**src/rtl/lsu_pkg.sv**
```systemverilog
// ---------------------------------------------------------------------------
// lsu_pkg
//   Shared types and helpers for the MEM-stage load/store unit.
//   - mem_size_t  : access size encoding (byte/half/word/dword)
//   - lsu_state_t : controller FSM states
//   - be_mask     : byte-enable mask for a size, shifted to a byte offset
//   - is_misaligned : natural-alignment check for a request
// ---------------------------------------------------------------------------
package lsu_pkg;

    typedef enum logic [1:0] {
        SZ_B = 2'd0,
        SZ_H = 2'd1,
        SZ_W = 2'd2,
        SZ_D = 2'd3
    } mem_size_t;

    typedef enum logic [1:0] {
        IDLE   = 2'd0,
        ACCESS = 2'd1,
        RESP   = 2'd2
    } lsu_state_t;

    // 8-bit wide so it covers both 32- and 64-bit data paths; callers
    // truncate to their own byte-enable width.
    function automatic logic [7:0] be_mask(input mem_size_t size,
                                           input logic [2:0] offset);
        logic [7:0] base;
        case (size)
            SZ_B:    base = 8'h01;
            SZ_H:    base = 8'h03;
            SZ_W:    base = 8'h0F;
            default: base = 8'hFF;
        endcase
        return base << offset;
    endfunction

    // has_dword is 0 on a 32-bit data path, where a dword access can never
    // be satisfied by a single word transaction.
    function automatic logic is_misaligned(input mem_size_t size,
                                           input logic [2:0] addr_lo,
                                           input logic has_dword);
        case (size)
            SZ_B:    return 1'b0;
            SZ_H:    return addr_lo[0];
            SZ_W:    return |addr_lo[1:0];
            default: return ~has_dword | (|addr_lo);
        endcase
    endfunction

endpackage

```
**src/rtl/lsu_align.sv**
```systemverilog
// ---------------------------------------------------------------------------
// lsu_align
//   Purely combinational lane logic shared by the load and store paths.
//   Ports:
//     size, offset  : access size and byte offset within the word
//     uns           : zero-extend (1) or sign-extend (0) load data
//     wdata         : LSB-justified store data
//     rdata         : raw memory read word
//     be            : byte enables for the access
//     wdata_sh      : store data moved to its byte lanes
//     rdata_ext     : load data extracted from its lanes and extended
// ---------------------------------------------------------------------------
module lsu_align
    import lsu_pkg::*;
#(
    parameter  int DATA_W = 32,
    localparam int BE_W   = DATA_W / 8,
    localparam int OFS_W  = $clog2(DATA_W / 8),
    localparam int IDX_W  = $clog2(DATA_W)
) (
    input  mem_size_t           size,
    input  logic                uns,
    input  logic [OFS_W-1:0]    offset,
    input  logic [DATA_W-1:0]   wdata,
    input  logic [DATA_W-1:0]   rdata,
    output logic [BE_W-1:0]     be,
    output logic [DATA_W-1:0]   wdata_sh,
    output logic [DATA_W-1:0]   rdata_ext
);

    logic [DATA_W-1:0] rsh;
    logic [IDX_W-1:0]  top;   // index of the loaded value's sign bit
    logic              sgn;

    always_comb begin
        be       = BE_W'(be_mask(size, 3'(offset)));
        wdata_sh = wdata << {offset, 3'b000};
        rsh      = rdata >> {offset, 3'b000};

        case (size)
            SZ_B:    top = IDX_W'(7);
            SZ_H:    top = IDX_W'(15);
            SZ_W:    top = IDX_W'(31);
            default: top = IDX_W'(DATA_W - 1);
        endcase

        sgn = ~uns & rsh[top];
        for (int i = 0; i < DATA_W; i++)
            rdata_ext[i] = (i <= int'(top)) ? rsh[i] : sgn;
    end

endmodule

```
**src/rtl/lsu_mem_ctrl.sv**
```systemverilog
// ---------------------------------------------------------------------------
// lsu_mem_ctrl
//   MEM-stage load/store unit: turns a byte-addressed request into a
//   word-oriented DRAM req/ack transaction with byte enables, stalls the
//   pipeline while it is outstanding, and returns aligned, extended loads.
//
//   Build option: LSU_STORE_BUF_EN -- one-entry posted store buffer. A store
//   accepted while idle does not stall; any request arriving while it drains
//   stalls until the drain completes. Without it, stores stall until ack.
//
//   Ports:
//     clk, nrst          : clock, synchronous active-low reset
//     req_*              : MEM-stage request (held until accepted)
//     stall              : freeze pipeline upstream of MEM
//     rsp_valid/rsp_data : one-cycle load-complete pulse / held load result
//     misalign           : one-cycle pulse for a misaligned request
//     acc_err            : one-cycle pulse when the access times out
//     dram_*             : word-addressed memory request/ack interface
// ---------------------------------------------------------------------------
module lsu_mem_ctrl
    import lsu_pkg::*;
#(
    parameter  int DATA_W  = 32,
    parameter  int ADDR_W  = 12,
    parameter  int TIMEOUT = 255,
    localparam int BE_W    = DATA_W / 8,
    localparam int OFS_W   = $clog2(DATA_W / 8),
    localparam int WA_W    = ADDR_W - OFS_W,
    localparam int CNT_W   = $clog2(TIMEOUT + 1)
) (
    input  logic              clk,
    input  logic              nrst,
    input  logic              req_valid,
    input  logic              req_we,
    input  logic [1:0]        req_size,
    input  logic              req_unsigned,
    input  logic [ADDR_W-1:0] req_addr,
    input  logic [DATA_W-1:0] req_wdata,
    output logic              stall,
    output logic              rsp_valid,
    output logic [DATA_W-1:0] rsp_data,
    output logic              misalign,
    output logic              acc_err,
    output logic              dram_req,
    output logic              dram_we,
    output logic [WA_W-1:0]   dram_addr,
    output logic [BE_W-1:0]   dram_be,
    output logic [DATA_W-1:0] dram_wdata,
    input  logic              dram_ack,
    input  logic [DATA_W-1:0] dram_rdata
);

`ifdef LSU_STORE_BUF_EN
    localparam logic POST_EN = 1'b1;
`else
    localparam logic POST_EN = 1'b0;
`endif

    lsu_state_t        state;
    logic [CNT_W-1:0]  tmo_cnt;
    logic              r_we;
    logic              r_uns;
    logic              r_post;   // current access is a posted store
    mem_size_t         r_size;
    logic [OFS_W-1:0]  r_ofs;

    logic              mis;
    logic              accept;
    logic              tmo_now;
    logic              st_done;

    mem_size_t         al_size;
    logic [OFS_W-1:0]  al_ofs;
    logic [BE_W-1:0]   al_be;
    logic [DATA_W-1:0] al_wdata;
    logic [DATA_W-1:0] al_rdata;

    assign mis     = is_misaligned(mem_size_t'(req_size), req_addr[2:0], DATA_W == 64);
    assign accept  = nrst && (state == IDLE) && req_valid && !mis;
    assign tmo_now = (state == ACCESS) && !dram_ack && (tmo_cnt == CNT_W'(TIMEOUT - 1));
    assign st_done = (state == ACCESS) && dram_ack && r_we;

    // One alignment unit serves both directions: while idle it shapes the
    // incoming store, during the access it decodes the returning read word
    // with the captured size/offset.
    assign al_size = (state == IDLE) ? mem_size_t'(req_size) : r_size;
    assign al_ofs  = (state == IDLE) ? req_addr[OFS_W-1:0]   : r_ofs;

    lsu_align #(.DATA_W(DATA_W)) u_align (
        .size      (al_size),
        .uns       (r_uns),
        .offset    (al_ofs),
        .wdata     (req_wdata),
        .rdata     (dram_rdata),
        .be        (al_be),
        .wdata_sh  (al_wdata),
        .rdata_ext (al_rdata)
    );

    // Stall is combinational so the accept cycle itself freezes upstream.
    // A store releases the pipe in its ack cycle; a load keeps it through
    // the ack and releases in RESP. A posted store only stalls newcomers.
    assign stall = nrst && (
                     (accept && !(POST_EN && req_we)) ||
                     ((state == ACCESS) && (r_post ? req_valid : !(st_done || tmo_now)))
                   );

    assign misalign = nrst && (state == IDLE) && req_valid && mis;

    always_ff @(posedge clk) begin
        if (!nrst) begin
            state      <= IDLE;
            tmo_cnt    <= '0;
            r_we       <= 1'b0;
            r_uns      <= 1'b0;
            r_post     <= 1'b0;
            r_size     <= SZ_B;
            r_ofs      <= '0;
            rsp_valid  <= 1'b0;
            rsp_data   <= '0;
            acc_err    <= 1'b0;
            dram_req   <= 1'b0;
            dram_we    <= 1'b0;
            dram_addr  <= '0;
            dram_be    <= '0;
            dram_wdata <= '0;
        end else begin
            rsp_valid <= 1'b0;
            acc_err   <= 1'b0;
            case (state)
                IDLE: begin
                    if (accept) begin
                        state      <= ACCESS;
                        tmo_cnt    <= '0;
                        r_we       <= req_we;
                        r_uns      <= req_unsigned;
                        r_post     <= POST_EN && req_we;
                        r_size     <= mem_size_t'(req_size);
                        r_ofs      <= req_addr[OFS_W-1:0];
                        dram_req   <= 1'b1;
                        dram_we    <= req_we;
                        dram_addr  <= req_addr[ADDR_W-1:OFS_W];
                        dram_be    <= al_be;
                        dram_wdata <= al_wdata;
                    end
                end
                ACCESS: begin
                    if (dram_ack) begin
                        dram_req <= 1'b0;
                        dram_we  <= 1'b0;
                        dram_be  <= '0;
                        tmo_cnt  <= '0;
                        r_post   <= 1'b0;
                        if (r_we) begin
                            state <= IDLE;
                        end else begin
                            rsp_data  <= al_rdata;
                            rsp_valid <= 1'b1;
                            state     <= RESP;
                        end
                    end else if (tmo_now) begin
                        // Abandon the access; any later ack lands in IDLE
                        // and is ignored there.
                        dram_req <= 1'b0;
                        dram_we  <= 1'b0;
                        dram_be  <= '0;
                        tmo_cnt  <= '0;
                        r_post   <= 1'b0;
                        acc_err  <= 1'b1;
                        state    <= IDLE;
                    end else begin
                        tmo_cnt <= tmo_cnt + CNT_W'(1);
                    end
                end
                RESP: begin
                    state <= IDLE;
                end
                default: begin
                    state <= IDLE;
                end
            endcase
        end
    end

endmodule

```
**config.mk**
```make
export PLATFORM = sky130hd
export DESIGN_NAME = lsu_mem_ctrl
export DESIGN_NICKNAME = d
export VERILOG_FILES = /design/src/rtl/lsu_pkg.sv /design/src/rtl/lsu_align.sv /design/src/rtl/lsu_mem_ctrl.sv
export SDC_FILE = /design/constraint.sdc
export NUM_CORES = 1
export LEC_CHECK = 0
export BUFFER_PORTS_ARGS = -buffer_cell sky130_fd_sc_hd__buf_2
export CAP_MARGIN = 15
export CORE_MARGIN = 3
export CORE_UTILIZATION = 40
export CTS_BUF_LIST = sky130_fd_sc_hd__clkbuf_8
export DETAILED_ROUTE_END_ITERATION = 12
export PLACE_DENSITY_LB_ADDON = 0.1
export SKIP_LAST_GASP = 1
export SYNTH_ARGS = -nofsm -noshare
export SYNTH_HDL_FRONTEND = slang
export SYNTH_SLANG_ARGS = --single-unit
```
**constraint.sdc**
```tcl
create_clock -name clk -period 2.21 [get_ports clk]
set_input_delay 0.221 -clock clk [delete_from_list [all_inputs] [get_ports clk]]
set_output_delay 0.221 -clock clk [all_outputs]
set_load 0.005 [all_outputs]
```
**After elaboration in Yosys (flattened, before gate mapping)**

Index checks and enable logic that the tools add are counted.

- Flip-flop bits (word level): 99
- Latch bits: 0
- Bits in writable memories: 0
- Bits in read-only memories: 0
- Input bits: 84
- Output and inout port bits: 84
- Logic and storage cells: 153
- Memories kept: 0

- $add $sub $neg: 1
- Multipliers: 0
- Divide/modulo/power cells: 0
- $lt $le $gt $ge: 32
- Equality and inequality tests: 8
- Shift-type cells: 3
- Multiplexer cells: 62
- Bitwise logic cells: 5
- Reduce and logical (&&, ||, !) cells: 27

Operators with widths:

| kind | number |
|---|---|
| $le A5 B5 Y1 const A | 16 |
| $le A4 B5 Y1 const A | 8 |
| $mux W1 | 40 |
| $shl A32 B5 Y32 | 1 |
| $shr A32 B5 Y32 | 1 |
| $mux W8 | 3 |
| $pmux W8 S3 | 1 |
| $le A3 B5 Y1 const A | 4 |
| $pmux W8 S2 | 1 |
| $mux W2 | 6 |
| $mux W4 | 3 |
| $le A2 B5 Y1 const A | 2 |
| $logic_and A1 B1 Y1 | 10 |
| $pmux W5 S2 | 1 |
| $reduce_and A3 Y1 | 3 |
| $add A8 B1 Y8 const B | 1 |
| $eq A8 B8 Y1 const B | 1 |
| $pmux W4 S2 | 1 |
| $shl A8 B2 Y4 | 1 |
| $eq A2 B1 Y1 const B | 3 |
| $logic_not A2 Y1 | 3 |
| $lt A5 B6 Y1 const B | 1 |
| $pmux W1 S2 | 3 |
| $reduce_and A2 Y1 | 3 |
| other kinds (14) | 21 |

**Depth between registers and ports, before layout**

Gate-level depths: netlist (run 1).

- Depth in word-level cells: 9
- Mapped depth: 9
- Gate-level depth less buffers: 7

**Hierarchy**

Synthesis (run 1) repeated with hierarchy kept, for this count alone.

- Cell total of the unflattened synthesis: 643
- Area total of the unflattened synthesis: 5147.4 um^2

Modules (own cells, without submodules):

| module | instances | cells an instance | area each (um^2) |
|---|---|---|---|
| lsu_mem_ctrl | 1 | 443 | 3861.2 |
| lsu_align | 1 | 200 | 1286.2 |

**Least setup slack after synthesis (run 1)**

No wires, ideal clock.

- Path type: register to register
- Start: reg state[1]
- End: reg dram_wdata[16]
- Library setup time: 0.123 ns
- Data arrival time: 1.760 ns
- Data required time: 2.087 ns
- Slack: 0.327 ns
- Cell stages (with the launch flop): 9
- Path buffers: 3
- Path through: dfxtp_1 -> buf_6 -> or3b_1 -> buf_2 -> nand2_4 -> buf_6 -> mux2_1 -> a221oi_1 -> nor2_1

- Word-level cells in the longest chain between the ends: 5
- Elaborated cells between the ends (all ways): 7
- Classes of those cells: shift: 1; mux: 1; reduce/logical: 5

Ends and longest elaborated chain:

| element | line | text |
|---|---|---|
| start: declaration | lsu_mem_ctrl.sv:59 | `lsu_state_t state;` |
| start signal: assignment | lsu_mem_ctrl.sv:112 | `state <= IDLE;` |
| start signal: assignment | lsu_mem_ctrl.sv:133 | `state <= ACCESS;` |
| start signal: assignment | lsu_mem_ctrl.sv:155 | `state <= IDLE;` |
| $logic_not A2 Y1 (*) | lsu_mem_ctrl.sv:79, lsu_mem_ctrl.sv:87, lsu_mem_ctrl.sv:130 |  |
| parallel branches: the longest is 4 deep, another holds $shl A32 B5 Y32 | -- |  |
| end signal: assignment | lsu_mem_ctrl.sv:144 | `dram_wdata <= al_wdata;` |
| end: declaration | lsu_mem_ctrl.sv:48 | `output logic [DATA_W-1:0] dram_wdata,` |

Every way passes the cells marked *.
A chain may end at the register's enable or synchronous reset.

**Worst setup path in the final report (run 1)**

- Start: reg state[1]
- End: out stall

- Word-level cells in the longest chain between the ends: 9
- Elaborated cells between the ends (all ways): 15
- Classes of those cells: eq/ne: 1; mux: 1; reduce/logical: 13

Ends and longest elaborated chain:

| element | line | text |
|---|---|---|
| $eq A2 B1 Y1 | lsu_mem_ctrl.sv:80, lsu_mem_ctrl.sv:81, lsu_mem_ctrl.sv:105 |  |
| $logic_and A1 B1 Y1, on equally long branches (2 in series) | lsu_mem_ctrl.sv:81, lsu_mem_ctrl.sv:80 |  |
| $logic_or A1 B1 Y1 | lsu_mem_ctrl.sv:105 | `((state == ACCESS) && (r_post ? req_valid : !(st_done \|\| tmo_now)))` |
| $logic_not A1 Y1 | lsu_mem_ctrl.sv:105 |  |
| $mux W1 | lsu_mem_ctrl.sv:105 |  |
| $logic_and A1 B1 Y1 | lsu_mem_ctrl.sv:105 |  |
| $logic_or A1 B1 Y1 (*) | lsu_mem_ctrl.sv:104 | `(accept && !(POST_EN && req_we)) \|\|` |
| $logic_and A1 B1 Y1 (*) | lsu_mem_ctrl.sv:103 | `assign stall = nrst && (` |
| end: declaration | lsu_mem_ctrl.sv:39 | `output logic stall,` |

Mark *: on every way between the ends. The rest lies on a longest branch, timed or not.

==> metrics.csv, run 1 <==
metric,value,unit
status,completed,
syn_inst,610,
holdCritPathClass,input pin to flip-flop,
dp.cells,927,
register_area,0.00196,mm2
setup_tns,0,ns
start_util,41.6,%
peakVddDrop,0.000318,V
drive_gt1_share,33.6,%
cp_max_fo,15,
die_y,122,um
crit_type,flip-flop to primary output,
clock_path_buffers,2,
grtUsageMet2,35.8,%
gp_congestion,0.901,
rsz0062_at_grt,no,
pre_cts_ws,0.231,ns
period_minus_slack,2.07,ns
ys_top_cells_by_count,"dfxtp_1 (98), nand2_1 (52), nand3_1 (36), a21oi_1 (35), o21ai_0 (27)",
yosysTopAreaCellShare,36.6,%
yosysWarningCount,0,
vias_per_cell,5.62,
synth_xor_area_share,0.818,%
dr.pass1.iters,6,
gr-total-overflow,0,
utilization,51.3,%
hold_violations,0,
relSlewSlack,30.7,%
die_x,122,um
synth-compound-area-share,26.3,%
drt_iter0_drc,384,
nets,852,
area_delta_synth_final,23.4,%
grt_use_met3,7.47,%
p_leak,2.81,nW
synthesis.nets,696,
cts_tree,yes,
dpl-instance-area,0.00640,mm2
fmax,483,MHz
synthAdderAreaFrac,0.467,%
grt_use_met1,29.9,%
synth.distinct_cells,65,
design.core.area,0.0129,mm2
dp_hpwl,12500,um
mappedNetlistArea,0.00536,mm2
maxCapViolCount,0,
cts_buffers,9,
finalCritPeriodShare,93.7,%
layout_setup_ws,0.139,ns
synthMuxAreaShare,8.36,%
wl,16900,um
wl_per_cell,18.0,um
synth_area_leaders,"dfxtp_1 (37%), mux2i_1 (4.3%), nand2_1 (3.6%)",
tightest_slew,1.01,ns
endpoint_kind,primary output,
cp-start-kind,flip-flop,
htreeDepth,3,
synth_ff_type,dfxtp_1,
placementRows,41,
fillerInstances,1274,
cts.reportedPaths.clkPinSlew,0.10,ns
slew_viol_final,0,
critPathRequiredTime,1.99,ns
async_flop_share,0,%
synth.yosys.seq_area_share,36.6,%
grt_pass1_vias,5144,
synth_most_common_cell,dfxtp_1,
grt_max_degree,54,
final_area,0.00661,mm2
cellPowerDensity,598,mW/mm2
drc,0,
ant_nets,0,
postCtsHoldBufs,0,
clkSinkCount,98,
io_pins,168,
finalSetupViolCount,0,
synth_top_family_by_area,compound AO/OA/AOI/OAI gates,
vias,5297,
multiInputGateArea,0.00309,mm2
antennaDiodeCount,0,
die-area,0.0148,mm2
antenna_found_initial,0,
grt_pass1_wl,26600,um
clockRootBuffer,clkbuf_8,
grt_use_total,22.6,%
clock_latency,0.39,ns
ys_ff_latch,98,
synth_edf_count,0,
avgSynthCellArea,8.78,um2
portBuffers,167,
skew,0.0165,ns
yosysTopAreaCell,dfxtp_1,
crit_arrival,1.85,ns
synth-simple-area-share,21.5,%
fin_cells,942,
grt.busiest_layer,met2,
-- kinds of logic after synthesis --
kind of cell / Yosys count
AND/OR/NAND/NOR: 211
AO/OA/AOI/OAI: 192
flip-flops: 98
buffers and inverters: 60
multiplexers: 42
XOR/XNOR: 5
adder cells (fa/ha/maj): 2
-- per-layer routing --
| layer | routed length [um] | up-vias |
|---|---|---|
| li1 | - | 2579 |
| met3 | 1270 | 17 |
| met2 | 8030 | 190 |
| met1 | 7410 | 2511 |
| met4 | 201 | 0 |
| met5 | 0 | - |
-- where the power goes --
group	switching, W	internal [W]	total, W
Combinational	0.000492	0.000368	0.000860
Clock	0.000651	0.000556	0.00121
Sequential	0.0000452	0.00184	0.00188
-- cell usage in the layout, fill, tap and decap left out, drive strengths merged, types with 3 or more instances in the layout --
master and n:
a221oi 8, nor3 23, xnor2 5, o21ai 46, nand2b 3, buf 198, a211oi 23, clkbuf 10
o21a 11, nand3 38, nand2 55, inv 8, dfxtp 98, nor2 25, o32ai 9, a31o 8
mux2i 23, o221ai 16, and3 9, and2 17, mux2 19, nor4 17, a21oi 36, nor3b 10
a21boi 26
-- worst max-delay path, cell delays in order, from the launching register on --
cell,delay [ns]
dfxtp_1,0.37
buf_4,0.20
nor2_2,0.16
and3_4,0.23
nand2_4,0.14
a21boi_0,0.20
buf_2,0.14
-- what timing repair did --
action	CTS	global route
pin swaps	0	0
buffers inserted	0	0
endpoints found under the setup margin	1	1
resized for setup	1	1
endpoints found under the hold margin	0	0
-- path summary, 6_finish.rpt --
check | cells after the start | startpoint | to | slack (ns)
setup / recovery | 6 | state[1] | stall | 0.14
hold / removal | 3 | req_unsigned | r_uns | 0.06
setup reg to reg | 6 | state[0] | rsp_data[22] | 0.18
hold reg to reg | 2 | dram_be[0] | dram_be[0] | 0.45
-- layout make-up --
type,count,share of cell area [%]
tap,172,3.26
multi-input combinational,452,46.7
clock buffer,10,2.08
clock inverter,5,0.965
sequential,98,29.7
inverter,7,0.397
timing repair buffer,198,16.9
-- sequential cells by signal, summed over array words and instances (netlist names) --
register and count:
r_we 1, state 2, rsp_valid 1, dram_req 1, dram_addr 10, dram_wdata 32, tmo_cnt 8, dram_be 4
r_size 2, dram_we 1, acc_err 1, rsp_data 32, r_uns 1, r_ofs 2
-- per-stage QoR --
stage,hold WS (ns),power [W]
CTS,0.0408,0.00399
floorplan,0.354,0.00245
detailed placement,0.438,0.00278
global route,0.0401,0.00416
global placement,0.434,0.00276
finish,0.0595,0.00395
No activity file was read; power rests on OpenSTA's default activity.
==> run 2: changes to the inputs <==
--- a/config.mk
+++ b/config.mk
@@ -15,4 +15,5 @@
 export SKIP_LAST_GASP = 1
 export SYNTH_ARGS = -nofsm -noshare
 export SYNTH_HDL_FRONTEND = slang
+export SYNTH_HIERARCHICAL = 1
 export SYNTH_SLANG_ARGS = --single-unit
==> run 2 against run 1 <==
  * Global-route usage is 1.5 points lower
  * Core utilization grew 1.0 points
  * Combinational power decreased by 14%
  * Critical endpoint is now rsp_data[30]
  * Largest cell class unchanged
==> metrics.csv, run 2 <==
metric,value,unit
die_x,119,um
p_leak,2.80,nW
wl_per_cell,15.5,um
area_delta_synth_final,25.2,%
clock_latency,0.38,ns
fillerInstances,1273,
grt_use_total,21.1,%
die-area,0.0143,mm2
pre_cts_ws,0.0391,ns
nets,885,
top_regs,"dram_wdata x32, rsp_data x32, dram_addr x10",
tightest_slew,0.561,ns
layout_setup_ws,0.108,ns
grt_use_met3,6.17,%
antennaDiodeCount,0,
r2r-end,rsp_data[30],
cellPowerDensity,578,mW/mm2
synth-compound-area-share,24.2,%
finalSetupViolCount,0,
synth_area_leaders,"dfxtp_1 (38%), nand2_1 (14%), a21boi_1 (8.6%)",
status,completed,
fmax,476,MHz
ant_nets,0,
grt_use_met1,27.5,%
slew_viol_final,0,
relSlewSlack,62.6,%
final_cell_mix,"nand2_1 (188), buf_2 (167), dfxtp_1 (98), a21boi_1 (62), mux2i_1 (37)",
critPathLaunch,state[1],
drt_iter0_drc,322,
dr.pass1.iters,4,
synth.distinct_cells,54,
cts.reportedPaths.clkPinSlew,0.09,ns
clockRootBuffer,clkbuf_8,
dpl-instance-area,0.00618,mm2
ys_top_cells_by_count,"nand2_1 (188), dfxtp_1 (98), a21boi_1 (59), mux2i_1 (38), nor2_1 (32)",
rrSetupSlack,0.11,ns
avgSynthCellArea,8.01,um2
mappedNetlistArea,0.00515,mm2
endpoint_kind,flip-flop,
gr-total-overflow,0,
die_y,119,um
cts_buffers,9,
dp_hpwl,11100,um
cp_top_family,compound AO/OA/AOI/OAI gates,
synth_ff_type,dfxtp_1,
htreeDepth,3,
final_area,0.00645,mm2
finalCritPeriodShare,95.1,%
path_buf_inv,2,
grt_max_degree,53,
critPathSlowestCell,a2111oi_4,
clock_path_buffers,2,
final_common_cell,nand2_1,
portBuffers,167,
slowest_delay,0.34,ns
synth_most_common_cell,nand2_1,
grtUsageMet2,33.5,%
synthMuxAreaShare,8.26,%
drc,0,
crit_arrival,2.40,ns
synth.yosys.seq_area_share,38.1,%
reg2reg_from,state[1],
path_cells,"nor2_1, buf_4, mux2_4, mux2i_1, a2111oi_4, buf_4, o211ai_4, nand2_1, nand2_1, a21boi_0",
yosysWarningCount,6,
gp_congestion,0.801,
synth_xor_area_share,0.170,%
skew,0.00483,ns
endpoint,rsp_data[30],
design.core.area,0.0123,mm2
drive_gt1_share,29.4,%
rsz0062_at_grt,yes,
synthesis.nets,729,
ys_ff_latch,98,
holdCritPathClass,input pin to flip-flop,
synthAdderAreaFrac,0.486,%
hold_violations,0,
yosysTopAreaCell,dfxtp_1,
r2r_cells,10,
vias_per_cell,5.12,
syn_inst,643,
grt_pass1_wl,24300,um
io_pins,168,
yosysTopAreaCellShare,38.1,%
synth-simple-area-share,23.7,%
synth_top_family_by_area,compound AO/OA/AOI/OAI gates,
cp-start-kind,flip-flop,
crit_type,flip-flop to flip-flop,
cp_max_fo,8,
start_util,41.8,%
grt.busiest_layer,met2,
critPathRequiredTime,2.51,ns
grt_pass1_vias,4812,
placementRows,40,
vias,4973,
postCtsHoldBufs,0,
path_depth,10,
cts_tree,yes,
async_flop_share,0,%
peakVddDrop,0.000292,V
clkSinkCount,98,
synth_edf_count,0,
antenna_found_initial,2,
wl,15100,um
period_minus_slack,2.10,ns
maxCapViolCount,0,
## run 2: cell types whose count changed in the layout (fill, tap and decap cells not counted), sizes merged, moves of 15 or more
cell / delta
mux2: -15
nand2: +133
mux2i: +15
nand3: -33
o21ai: -25
o221ai: -16
nor3: -17
nor4: -15
a21boi: +55
## run 2: layout make-up
cell class	instances	area, um2	area share [%]
timing repair buffer	193	1080	16.8
sequential	98	1960	30.4
clock buffer	12	165	2.56
inverter	5	18.8	0.291
multi-input combinational	492	2980	46.3
clock inverter	4	25.0	0.388
tap	168	210	3.26
## run 2: power breakdown
group | internal, W | switching, W
Clock | 0.000498 | 0.000647
Sequential | 0.00181 | 0.0000258
Combinational | 0.000330 | 0.000414
Total | 0.00264 | 0.00109
## run 2: cells by family after synthesis
family,Yosys count
compound gates,168
xor+xnor,1
fa+ha+maj,2
buf+inv,54
flops,98
mux,42
simple gates,278
## run 2: tightest hold or removal path, cell delays in order
cell and delay, ns:
buf_2 0.07, nand2_1 0.05, o21ai_0 0.07
## run 2: through the flow
step / setup TNS (ns) / total power [W] / std cells / utilization (%) / hold slack, ns
finish: 0 / 0.00373 / 972 / 52.4 / 0.0647
global route: -0.0255 / 0.00393 / 972 / 52.4 / 0.0690
CTS: 0 / 0.00374 / 968 / 51.7 / 0.0496
detailed placement: 0 / 0.00259 / 952 / 50.2 / 0.442
global placement: 0 / 0.00258 / 952 / 50.2 / 0.437
floorplan: 0 / 0.00232 / 643 / - / 0.344
## run 2: worst min path at each step
stage,start,endpoint,slack [ns],cells after the start
floorplan,req_we,dram_we,0.34,2
global route,req_addr[10],dram_addr[8],0.07,3
CTS,req_addr[3],dram_addr[1],0.05,3
global placement,dram_addr[9],dram_addr[9],0.44,2
detailed placement,dram_wdata[11],dram_wdata[11],0.44,2
finish,req_we,dram_we,0.06,3
## run 2: what timing repair did
action	in CTS	in global routing
setup endpoints to repair	0	20
setup buffers	0	3
gates resized for setup	0	17
## run 2: metal layers
layer	part of all wire [%]	routed length [um]
met5	0.20	30
met4	1.4	216
met1	46	6940
met3	7.1	1080
met2	45	6820
